<file path="config.mk">
export PLATFORM = sky130hd
export DESIGN_NAME = sprite_blitter
export DESIGN_NICKNAME = d
export VERILOG_FILES = /design/src/rtl/sprite_blitter.sv
export SDC_FILE = /design/constraint.sdc
export NUM_CORES = 1
export LEC_CHECK = 0
export CORE_UTILIZATION = 40
export DETAILED_ROUTE_END_ITERATION = 12
export GPL_TIMING_DRIVEN = 0
export HOLD_SLACK_MARGIN = 0.02
export PLACE_DENSITY = 0.68
export SETUP_SLACK_MARGIN = 0.3
export SLEW_MARGIN = 20
export SYNTH_ARGS = -nofsm -noshare
export SYNTH_HDL_FRONTEND = slang
export SYNTH_SLANG_ARGS = --single-unit
</file>
<file path="constraint.sdc">
create_clock -name clk -period 2.29 [get_ports clk]
set_clock_uncertainty 0.05 [all_clocks]
set_input_delay 0.3435 -clock clk [delete_from_list [all_inputs] [get_ports clk]]
set_output_delay 0.3435 -clock clk [all_outputs]
set_load 0.005 [all_outputs]
</file>
<file path="src/rtl/sprite_blitter.sv">
// CHIP-8 DXYN sprite draw engine: fetches sprite rows from cpu_memory
// and XORs them into the 64x32 packed framebuffer, flagging collisions.
module sprite_blitter (
  input  logic        clk,
  input  logic        rst_n,
  input  logic        start,
  input  logic [5:0]  x,
  input  logic [4:0]  y,
  input  logic [3:0]  n,
  input  logic [11:0] i_addr,
  output logic        busy,
  output logic        done,
  output logic        collision,
  output logic [11:0] mem_addr,
  input  logic [7:0]  mem_data,
  output logic        fb_en,
  output logic        fb_write,
  output logic [7:0]  fb_addr,
  output logic [7:0]  fb_wdata,
  input  logic [7:0]  fb_rdata
);

  typedef enum logic [2:0] {
    S_IDLE,
    S_FETCH,
    S_MEM,
    S_WL,
    S_RR,
    S_WR,
    S_DONE
  } state_t;

  state_t state_q, state_d;

  logic [5:0]  x_q, x_d;
  logic [4:0]  y_q, y_d;
  logic [3:0]  n_q, n_d;
  logic [11:0] i_q, i_d;
  logic [3:0]  row_q, row_d;
  logic [7:0]  s_q, s_d;
  logic        col_q, col_d;
  logic [11:0] maddr_q, maddr_d;

  logic [2:0]  sh;
  logic [3:0]  row_inc;
  logic        last_row;
  logic [4:0]  fb_row;
  logic [2:0]  col0;
  logic [2:0]  col1;
  logic [15:0] wide;
  logic [7:0]  pix_l;
  logic [7:0]  pix_r;

  assign sh       = x_q[2:0];
  assign row_inc  = row_q + 4'd1;
  assign last_row = (row_inc == n_q);
  assign fb_row   = y_q + {1'b0, row_q};
  assign col0     = x_q[5:3];
  assign col1     = col0 + 3'd1;
  // Upper byte lands in the left column, spill-over in the right one.
  assign wide     = {s_q, 8'h00} >> sh;
  assign pix_l    = wide[15:8];
  assign pix_r    = wide[7:0];

  always_ff @(posedge clk or negedge rst_n) begin
    if (!rst_n) begin
      state_q <= S_IDLE;
    end else begin
      state_q <= state_d;
    end
  end

  always_comb begin
    state_d = state_q;
    unique case (state_q)
      S_IDLE: begin
        if (start) begin
          state_d = (n == 4'd0) ? S_DONE : S_FETCH;
        end
      end
      S_FETCH: state_d = S_MEM;
      S_MEM:   state_d = S_WL;
      S_WL: begin
        if (sh != 3'd0) begin
          state_d = S_RR;
        end else begin
          state_d = last_row ? S_DONE : S_FETCH;
        end
      end
      S_RR:    state_d = S_WR;
      S_WR:    state_d = last_row ? S_DONE : S_FETCH;
      S_DONE:  state_d = S_IDLE;
      default: state_d = S_IDLE;
    endcase
  end

  always_ff @(posedge clk or negedge rst_n) begin
    if (!rst_n) begin
      x_q     <= '0;
      y_q     <= '0;
      n_q     <= '0;
      i_q     <= '0;
      row_q   <= '0;
      s_q     <= '0;
      col_q   <= 1'b0;
      maddr_q <= '0;
    end else begin
      x_q     <= x_d;
      y_q     <= y_d;
      n_q     <= n_d;
      i_q     <= i_d;
      row_q   <= row_d;
      s_q     <= s_d;
      col_q   <= col_d;
      maddr_q <= maddr_d;
    end
  end

  always_comb begin
    x_d     = x_q;
    y_d     = y_q;
    n_d     = n_q;
    i_d     = i_q;
    row_d   = row_q;
    s_d     = s_q;
    col_d   = col_q;
    maddr_d = maddr_q;
    unique case (state_q)
      S_IDLE: begin
        if (start) begin
          x_d     = x;
          y_d     = y;
          n_d     = n;
          i_d     = i_addr;
          row_d   = 4'd0;
          col_d   = 1'b0;
          maddr_d = (n == 4'd0) ? maddr_q : i_addr;
        end
      end
      S_MEM: s_d = mem_data;
      S_WL: begin
        col_d = col_q | (|(fb_rdata & pix_l));
        if (sh == 3'd0) begin
          row_d = row_inc;
          if (!last_row) begin
            maddr_d = i_q + {8'd0, row_inc};
          end
        end
      end
      S_WR: begin
        col_d = col_q | (|(fb_rdata & pix_r));
        row_d = row_inc;
        if (!last_row) begin
          maddr_d = i_q + {8'd0, row_inc};
        end
      end
      default: ;
    endcase
  end

  always_comb begin
    busy     = (state_q != S_IDLE);
    done     = (state_q == S_DONE);
    fb_en    = 1'b0;
    fb_write = 1'b0;
    fb_addr  = 8'd0;
    fb_wdata = 8'd0;
    unique case (state_q)
      S_MEM: begin
        fb_en   = 1'b1;
        fb_addr = {fb_row, col0};
      end
      S_WL: begin
        fb_en    = 1'b1;
        fb_write = 1'b1;
        fb_addr  = {fb_row, col0};
        fb_wdata = fb_rdata ^ pix_l;
      end
      S_RR: begin
        fb_en   = 1'b1;
        fb_addr = {fb_row, col1};
      end
      S_WR: begin
        fb_en    = 1'b1;
        fb_write = 1'b1;
        fb_addr  = {fb_row, col1};
        fb_wdata = fb_rdata ^ pix_r;
      end
      default: ;
    endcase
  end

  assign collision = col_q;
  assign mem_addr  = maddr_q;

endmodule

</file>
Yosys cells after proc, flatten, opt, wreduce, memory -nomap -nowiden
Cells that the tools add are included.
Widths: inputs -> output; s select.
{"block": "op_classes", "n_addsub": 4, "n_eq_ne": 10, "n_shift": 1, "mux": 19, "n_bitwise": 6, "n_reduce_logical": 16}
{"operator": "$mux 12", "count": 4}
{"operator": "$pmux 12 s3", "count": 1}
{"operator": "$pmux 8 s2", "count": 2}
{"operator": "$pmux 3 s6", "count": 1}
{"operator": "$and 8x8->8", "count": 2}
{"operator": "$reduce_or 8->1", "count": 2}
{"operator": "$shr 16x3->16", "count": 1}
{"operator": "$xor 8x8->8", "count": 2}
{"operator": "$add 12x4->12", "count": 1}
{"operator": "$mux 3", "count": 4}
{"operator": "$pmux 4 s3", "count": 1}
{"operator": "$eq 3x3->1 const B", "count": 3}
{"operator": "$reduce_bool 3->1", "count": 3}
{"operator": "$mux 4", "count": 2}
{"operator": "$eq 3x2->1 const B", "count": 2}
{"operator": "$logic_not 3->1", "count": 2}
{"operator": "$ne 2x2->1 const B", "count": 3}
{"operator": "$reduce_or 2->1", "count": 3}
{"operator": "$add 5x4->5", "count": 1}
{"operator": "$add 4x1->4 const B", "count": 1}
{"operator": "$eq 4x4->1", "count": 1}
{"operator": "$logic_not 4->1", "count": 1}
{"operator": "$reduce_and 2->1", "count": 2}
{"operator": "$reduce_and 4->1", "count": 1}
{"operator": "7 further kinds", "count": 10}
{"block": "word_totals", "ff_bits": 55, "out_inout_bits": 33, "wordCells": 65}

Logic depth before layout (Yosys ltp)
Gate-level depths: netlist of run 1.
{"block": "depth", "ltp_word": 5, "ltp_mapped": 8, "depth_no_buf": 8}

Worst setup path after synthesis of run 1
OpenSTA, ideal clock, no wires.
{"block": "synth_path", "path_kind": "register to register", "from": "register row_q[0]", "to": "register maddr_q[11], in the netlist mem_addr[11]", "setup_time_ps": 125, "arrival_ps": 2235, "required_ps": 2115, "path_slack_ps": -120, "stages_incl_launch_ff": 8, "synth_period_minus_slack_ps": 2410, "cell_sequence": "dfrtp_1 > ha_1 > ha_1 > a21o_1 > a31oi_1 > nor3_1 > a221o_1 > mux2_4"}
{"block": "synth_between", "elab_chain_len": 5, "elab_cells_between_ends": 6, "classes_between": "add/sub: 2; eq/ne: 1; mux: 3"}
{"element": "from (decl)", "line": "39", "rtl": "logic [3:0] row_q, row_d;"}
{"element": "from (signal assigned)", "line": "112", "rtl": "row_q <= row_d;"}
{"element": "$add 4x1->4 *", "line": "55", "rtl": "assign row_inc = row_q + 4'd1;"}
{"element": "$add 12x4->12 / $eq 4x4->1 (equally long branches)", "line": "146, 154, 56"}
{"element": "$mux 12 *", "line": "145, 153"}
{"element": "$mux 12", "line": "143", "rtl": "if (sh == 3'd0) begin"}
{"element": "$pmux 12 s3 *", "line": "128", "rtl": "unique case (state_q)"}
{"element": "to (signal assigned)", "line": "115", "rtl": "maddr_q <= maddr_d;"}
{"element": "to (decl)", "line": "42", "rtl": "logic [11:0] maddr_q, maddr_d;"}
Every way passes the cells marked *; elsewhere a longest branch is shown, timed or not. The select of a mux whose other input is x is not followed.
A chain may end at the register's enable or synchronous reset.

Worst setup path in the final report of run 1
{"block": "layout_path", "from": "register x_q[0]", "to": "output port fb_wdata[6]"}
{"block": "layout_between", "elab_chain_len": 3, "elab_cells_between_ends": 4, "classes_between": "shift: 1; mux: 1; bitwise: 2"}
{"element": "from (decl)", "line": "35", "rtl": "logic [5:0] x_q, x_d;"}
{"element": "from (signal assigned)", "line": "99", "rtl": "x_q <= '0;"}
{"element": "from (signal assigned)", "line": "108", "rtl": "x_q <= x_d;"}
{"element": "$shr 16x3->16 *", "line": "61", "rtl": "assign wide = {s_q, 8'h00} >> sh;"}
{"element": "$xor 8x8->8, on equally long branches", "line": "187, 177"}
{"element": "$pmux 8 s2 *", "line": "168", "rtl": "unique case (state_q)"}
{"element": "to (decl)", "line": "19", "rtl": "output logic [7:0] fb_wdata,"}
Every way passes the cells marked *; elsewhere a longest branch is shown, timed or not.

==> results of run 1 <==
==> repair_timing <==
action                                  in CTS  in global routing
gates resized for setup                    159                 56
pin swaps                                   34                 36
cloned                                       2                  2
endpoints found under the hold margin        0                  0
endpoints found under the setup margin      68                 67
setup buffers                               25                 16
==> cell usage in the layout (no fill, tap or decap), drive strengths merged, types with 3 or more instances in the layout <==
master	netlist	final
o22ai	4	4
xnor2	14	14
nand4	3	3
nor2	20	20
mux2i	14	14
buf	8	68
mux4	4	4
clkinv	2	3
inv	11	11
o21ai	23	23
ha	11	11
dfrtp	55	55
a22oi	3	3
nand2	39	39
and3	3	3
clkdlybuf4s50	0	57
or3	6	6
a21o	4	4
nand3	12	12
clkbuf	13	22
nor3	10	10
nand3b	5	5
and2	3	3
mux2	46	46
o21a	4	4
a31oi	5	5
xor2	7	7
a21oi	16	16
a2111oi	3	3
==> worst max-delay path: stages, from the launching register on <==
cell     delay (ps)
dfrtp_2         460
buf_6           140
buf_8           130
buf_12          120
mux2i_4         230
mux2i_1         130
and3_1          230
o21a_1          180
nor3_1          120
buf_2           140
==> synthesized netlist by cell type (all sizes together) (2+ instances only) <==
cell type / count
mux2i: 14
a2bb2oi: 2
o22a: 2
nand2: 39
buf: 8
or2: 2
o21a: 4
nand2b: 2
a221o: 2
nor2b: 2
fa: 2
o21ai: 23
a2111oi: 3
dfrtp: 55
and2: 3
nand3: 12
a32oi: 2
xnor2: 14
a21o: 4
nand3b: 5
or3: 6
clkinv: 2
mux2: 46
a21oi: 16
nor2: 20
o22ai: 4
ha: 11
inv: 11
a31oi: 5
xor2: 7
a22oi: 3
nor3: 10
a211oi: 2
mux4: 4
nand4: 3
clkbuf: 13
and3: 3
==> area by class of cell <==
class / instances / area, sq um / share of cell area (%)
multi-input combinational: 287 / 2660 / 46.5
sequential: 55 / 1380 / 24.2
timing repair buffer: 123 / 1190 / 20.8
buffer: 21 / 203 / 3.54
tap: 108 / 135 / 2.36
clock buffer: 6 / 82.6 / 1.44
inverter: 13 / 62.6 / 1.09
clock inverter: 1 / 5.00 / 0.0875
==> power groups by stage <==
stage,Combinational [uW],Clock (uW),Sequential (uW)
after floorplan,3140,0,1840
after global placement,4560,0,1940
after detailed placement,4600,0,1960
after CTS,5680,578,1960
after global routing,6940,610,2050
final,6490,561,1980
==> worst max-delay path by stage <==
stage | start | cells past startpoint | end | slack (ps)
finish | x_q[0] | 9 | fb_wdata[6] | -270
global route | x_q[0] | 9 | fb_wdata[6] | -320
CTS | x_q[0] | 8 | fb_wdata[2] | -200
detailed placement | state_q[0] | 7 | fb_wdata[3] | -600
global placement | rst_n | 1 | row_q[0] | -1180
floorplan | row_q[2] | 8 | mem_addr[11] | 90
==> metrics by stage <==
stage | std cells | setup WS [ps] | TNS [ps] | cell area [sq um] | hold WS [ps]
6_report | 614 | -266 | -3110 | 5720 | 30.1
5_1_grt | 614 | -315 | -4590 | 5720 | 83.9
4_1_cts | 596 | -199 | -1770 | 5380 | 50.0
3_5_place_dp | 562 | -601 | -9980 | 4750 | 399
3_3_place_gp | 562 | -1180 | -62440 | 4750 | 445
2_1_floorplan | 376 | 94.4 | 0 | 3840 | -2.09
==> kinds of logic (layout without fill, tap and decap cells) <==
kind of cell | after synthesis | count (layout)
xor+xnor | 22 | 22
fa+ha+maj | 13 | 13
buf+inv | 34 | 164
compound gates | 77 | 77
simple gates | 111 | 111
mux | 64 | 64
flops | 55 | 55
==> registers in the layout, summed over array words and instances (netlist names) <==
name,cells
collision,1
i_q,12
n_q,4
x_q,6
y_q,5
mem_addr,12
row_q,4
state_q,3
s_q,8
==> routing by layer <==
metal	vias to the layer above	part of all wire [%]	track usage, %
met5	-	0	0
met4	0	2.2	7.23
met3	20	3.0	2.62
met2	94	50	38.6
met1	1707	45	30.2
li1	1624	-	-
==> key figures, run 1 <==
Drt
  – DRT Wirelength: about 11 mm
  – DRT iter0 DRCs: 166
  – Number of vias per cell: about 5.6
  – Post-detailed-route count of antenna-violating nets: 0
  – Avg WL per Cell: 18.3 um
  – DR DRC count: 0
  – First drt pass iteration count: 4
  – Routed vias: 3445

Die
  – Die Height: 98.7 um
  – Io pins: 79
  – Die W: 98.7 um
  – Core area: slightly below 9000 sq um
  – Initial Util: 42.1%
  – Die footprint: 9740 sq um
  – FP Rows: 34

GRT
  – Largest net degree at the start of global routing: 56
  – Vias in the first global route: 3396
  – First-pass GRT wire length: 17.3 mm
  – GRT overflow: 0
  – Initial antenna violation count: 0
  – Total Routing Usage GR: between 20% and 30%

Clocking
  – Worst skew pair latency: a little over 300 ps
  – Hold buffers post-CTS: 0
  – Worst-path clk slew: 100 ps
  – Clk buf depth: 2
  – TritonCTS clock tree: done
  – H-tree depth: 2
  – Clock Tree Root: clkbuf_8
  – CTS buffer count: 5
  – Sink Count: 55

Critical path
  – CP Data Arrival Time: 2160 ps
  – Worst-path maximum fanout: 4
  – RR Startpoint: row_q[0]
  – Reg2reg path depth: 9
  – Reg-to-reg slack, setup: -160 ps
  – Critical R2R Capture: mem_addr[6]
  – Req. time, crit path: about 1900 ps
  – Crit Path Class: reg -> out
  – CP endpoint kind: output port
  – Startpoint types: flip-flop

Run
  – Max Cap Viol: 0

Logic synthesis
  – Synth top area cells: dfrtp_1, mux2_2, mux2_4
  – Seq cells post-synth: 55
  – Mapped Nets: ~440
  – Post-synthesis sequential area ratio: 36.8%
  – Mux cell area share after synthesis: 21.0%
  – Post-synth EDFFs: 0
  – Post-synthesis compound-gate area fraction: 13.2%
  – Synth Area in Simple Gates: 14.3%
  – Post-synth cell types: 53
  – Cells after Synth: 376
  – Post-Synth XOR/XNOR Area: under 10%
  – Main combinational cell family by area after synthesis: multiplexers
  – Synth Flop Type: dfrtp_1
  – Adder-Cell Fraction of Synth Area: around 4.7%
  – Yosys warnings: 0
  – Post-synthesis cell area: 3740 sq um
  – Largest area contributor in the netlist: dfrtp_1
  – Async SR Flop Fraction: 100%
  – Avg Cell Area, Syn: 9.95 sq um
  – Yosys top cell area share: 36.8%

Placed design
  – Port Buf Inserts: 78
  – Routability cong.: 0.916
  – DPL Wire Length: 7.21 mm

Final layout
  – Synth-to-Final Area Change: 53.0%
  – Final Core Density: 64.4%
  – Fill cells: 693
  – Layout cell share with drive strength beyond 1: 40.3%
  – Final net count: 565
  – Antenna Cells: 0

Power
  – Net Sw Frac: 40.8%
  – P_sw: 3680 uW
  – Comb power frac: 71.9%
  – Total power: approximately 9000 uW
  – Max VDD drop: 684 uV
  – Reg power frac: 21.9%
  – Int Power: 5350 uW
  – Clock power share: ~6.2%
  – Static leakage power: approximately 0.0024 uW
  – Pwr per Cell Area: 1580 nW/um^2

Timing
  – Fmax: 391 MHz
  – Fin crit share: 112%
  – Unrepaired setup endpoints after global routing: true
  – Slew margin rel.: 42.8%
  – Fin worst setup slack: -266 ps
  – Final Hold Fails: 0
  – Worst-Margin Slew: 851 ps
  – Tmin final: roughly 2600 ps
  – Final setup vio count: 22
  – Final Max Tran Viols: 0

Min path
  – Class of the worst hold path: in -> async

Status
  – Outcome: finished with violations
  – Violated checks: setup timing
Note: power is estimated with default switching activity, not from simulation.
==> run 2: changes to the inputs <==
==> constraint.sdc (replaced) <==
create_clock -name clk -period 2.29 [get_ports clk]
set_clock_uncertainty 0.05 [all_clocks]
set_input_delay 0.5725 -clock clk [delete_from_list [all_inputs] [get_ports clk]]
set_output_delay 0.5725 -clock clk [all_outputs]
set_load 0.005 [all_outputs]
==> run 2 against run 1 <==
Against the previous run: the flow still finishes with violations (setup timing); global-route usage rose by 0.32 points; cell count is 1.1% higher; total power down 1.1%; count of clock-buffer cells in the layout stayed put; critical endpoint unchanged; largest power group unchanged.
==> key figures, run 2 (same netlist as run 1, synthesis figures left out) <==
Placed design
  – Cells after DPL: 562
  – Port Buf Inserts: a little under 80
  – Routability cong.: around 0.9
  – Setup Slack @ Placement: -629 ps
  – DPL Wire Length: 7.12 mm
  – Placed inst area: 4840 sq um

Drt
  – DR DRC count: 0
  – Number of vias per cell: 5.67
  – Avg WL per Cell: 18.0 um
  – Post-detailed-route count of antenna-violating nets: 0
  – DRT iter0 DRCs: 146
  – DRT Wirelength: about 11 mm
  – Routed vias: 3520
  – First drt pass iteration count: 5

Clocking
  – Clk buf depth: 2
  – Clock Tree Root: clkbuf_8
  – H-tree depth: 2
  – Sink Count: 55
  – Hold buffers post-CTS: 0
  – Worst skew pair latency: 320 ps
  – CTS buffer count: 5
  – Worst-path clk slew: approximately 100 ps
  – TritonCTS clock tree: done

Critical path
  – Worst-path maximum fanout: 5
  – Crit Path Class: reg -> out
  – CP max stage delay: 440 ps
  – Reg-to-reg slack, setup: -230 ps
  – Reg2reg path depth: 9
  – Cells along the critical path: buf_6, buf_12, mux2i_4, mux2i_2, buf_4, and3_4, o21a_1, nor3_2, buf_2
  – Startpoint types: flip-flop
  – CP max stage cell: dfrtp_2
  – Buf/Inv on CP: 4
  – Top delay family on crit path: buffers and inverters
  – RR Startpoint: row_q[0]
  – Req. time, crit path: 1670 ps
  – CP endpoint kind: output port
  – Critical R2R Capture: mem_addr[11]
  – CP Data Arrival Time: 2100 ps

Die
  – Die W: ~99 um
  – Io pins: 79
  – Die footprint: 9740 sq um
  – Core area: 8890 sq um
  – FP Rows: 34
  – Die Height: 98.7 um
  – Initial Util: 42.1%

Final layout
  – Final Cell Area: 5750 sq um
  – Commonest non-fill, non-tap cell in the layout: clkdlybuf4s50_1
  – Synth-to-Final Area Change: 53.6%
  – Antenna Cells: 0
  – Layout cell share with drive strength beyond 1: ~44%
  – Final net count: 571
  – Non-filler cells, final: 621
  – Most frequent cells in the layout: clkdlybuf4s50_1, dfrtp_1, nand2_1

GRT
  – Total Routing Usage GR: around 23%
  – Vias in the first global route: 3413
  – Largest net degree at the start of global routing: 56
  – GRT overflow: 0
  – Initial antenna violation count: 0
  – First-pass GRT wire length: 17.6 mm

Timing
  – Fmax: between 300 and 400 MHz
  – Unrepaired setup endpoints after global routing: true
  – Final setup vio count: 24
  – Final Hold Fails: 0
  – Fin worst setup slack: -430 ps
  – Final Max Tran Viols: 0
  – Fin crit share: 119%
  – Setup TNS: -4790 ps
  – Slew margin rel.: 51.9%
  – Tmin final: 2720 ps
  – Worst-Margin Slew: 722 ps

Status
  – Outcome: finished with violations
  – Violated checks: setup timing

Power
  – Pwr per Cell Area: 1560 nW/um^2
  – Static leakage power: 0.00243 uW
  – Total power: 8940 uW
  – Max VDD drop: 666 uV

Min path
  – Class of the worst hold path: in -> async

Run
  – Max Cap Viol: 0
[run 2: changes by cell type in the layout (fill, tap and decap cells not counted), sizes merged]
cell and change:
buf +16, clkbuf -7, dlygate4sd2 -2, clkdlybuf4s50 -1
clkinvlp +1
[run 2: power by group]
group / switching (uW) / internal, uW / total (uW)
clock: 322 / 215 / 537
sequential: 537 / 1470 / 2000
combinational: 2850 / 3540 / 6400
[run 2: through the flow]
step,utilization (%),hold slack (ps)
after floorplan,-,227
after global placement,54.5,443
after detailed placement,54.4,447
after CTS,61.5,276
after global routing,64.6,307
final,64.6,253
[run 2: layout make-up]
cell class	count	area [sq um]
Fill cell	676	3140
Multi-Input combinational cell	287	2700
Sequential cell	55	1380
Timing Repair Buffer	129	1170
Buffer	21	221
Tap cell	108	135
Clock buffer	6	72.6
Inverter	13	55.1
Clock inverter	2	12.5
[run 2: repair_timing]
item / CTS / global route
pin swaps: 51 / 35
gates cloned: 2 / 0
resized for setup: 168 / 42
buffers inserted: 34 / 15
endpoints found under the setup margin: 71 / 60
[run 2: worst max path at each step]
stage,startpoint,to,slack (ps),depth (start not counted)
after CTS,x_q[0],fb_wdata[2],-430,8
after floorplan,row_q[1],mem_addr[11],90,7
after global routing,x_q[0],fb_wdata[6],-530,9
after detailed placement,state_q[0],fb_wdata[3],-630,7
after global placement,rst_n,row_q[1],-1420,1
final,x_q[0],fb_wdata[6],-430,9
[run 2: metal layers]
layer | share of wire (%) | global-route usage, % | vias to the layer above
met5 | 0 | 0 | -
met4 | 2.3 | 7.69 | 0
met3 | 4.9 | 3.12 | 23
met2 | 50 | 38.9 | 134
met1 | 43 | 30.3 | 1733
li1 | - | - | 1630
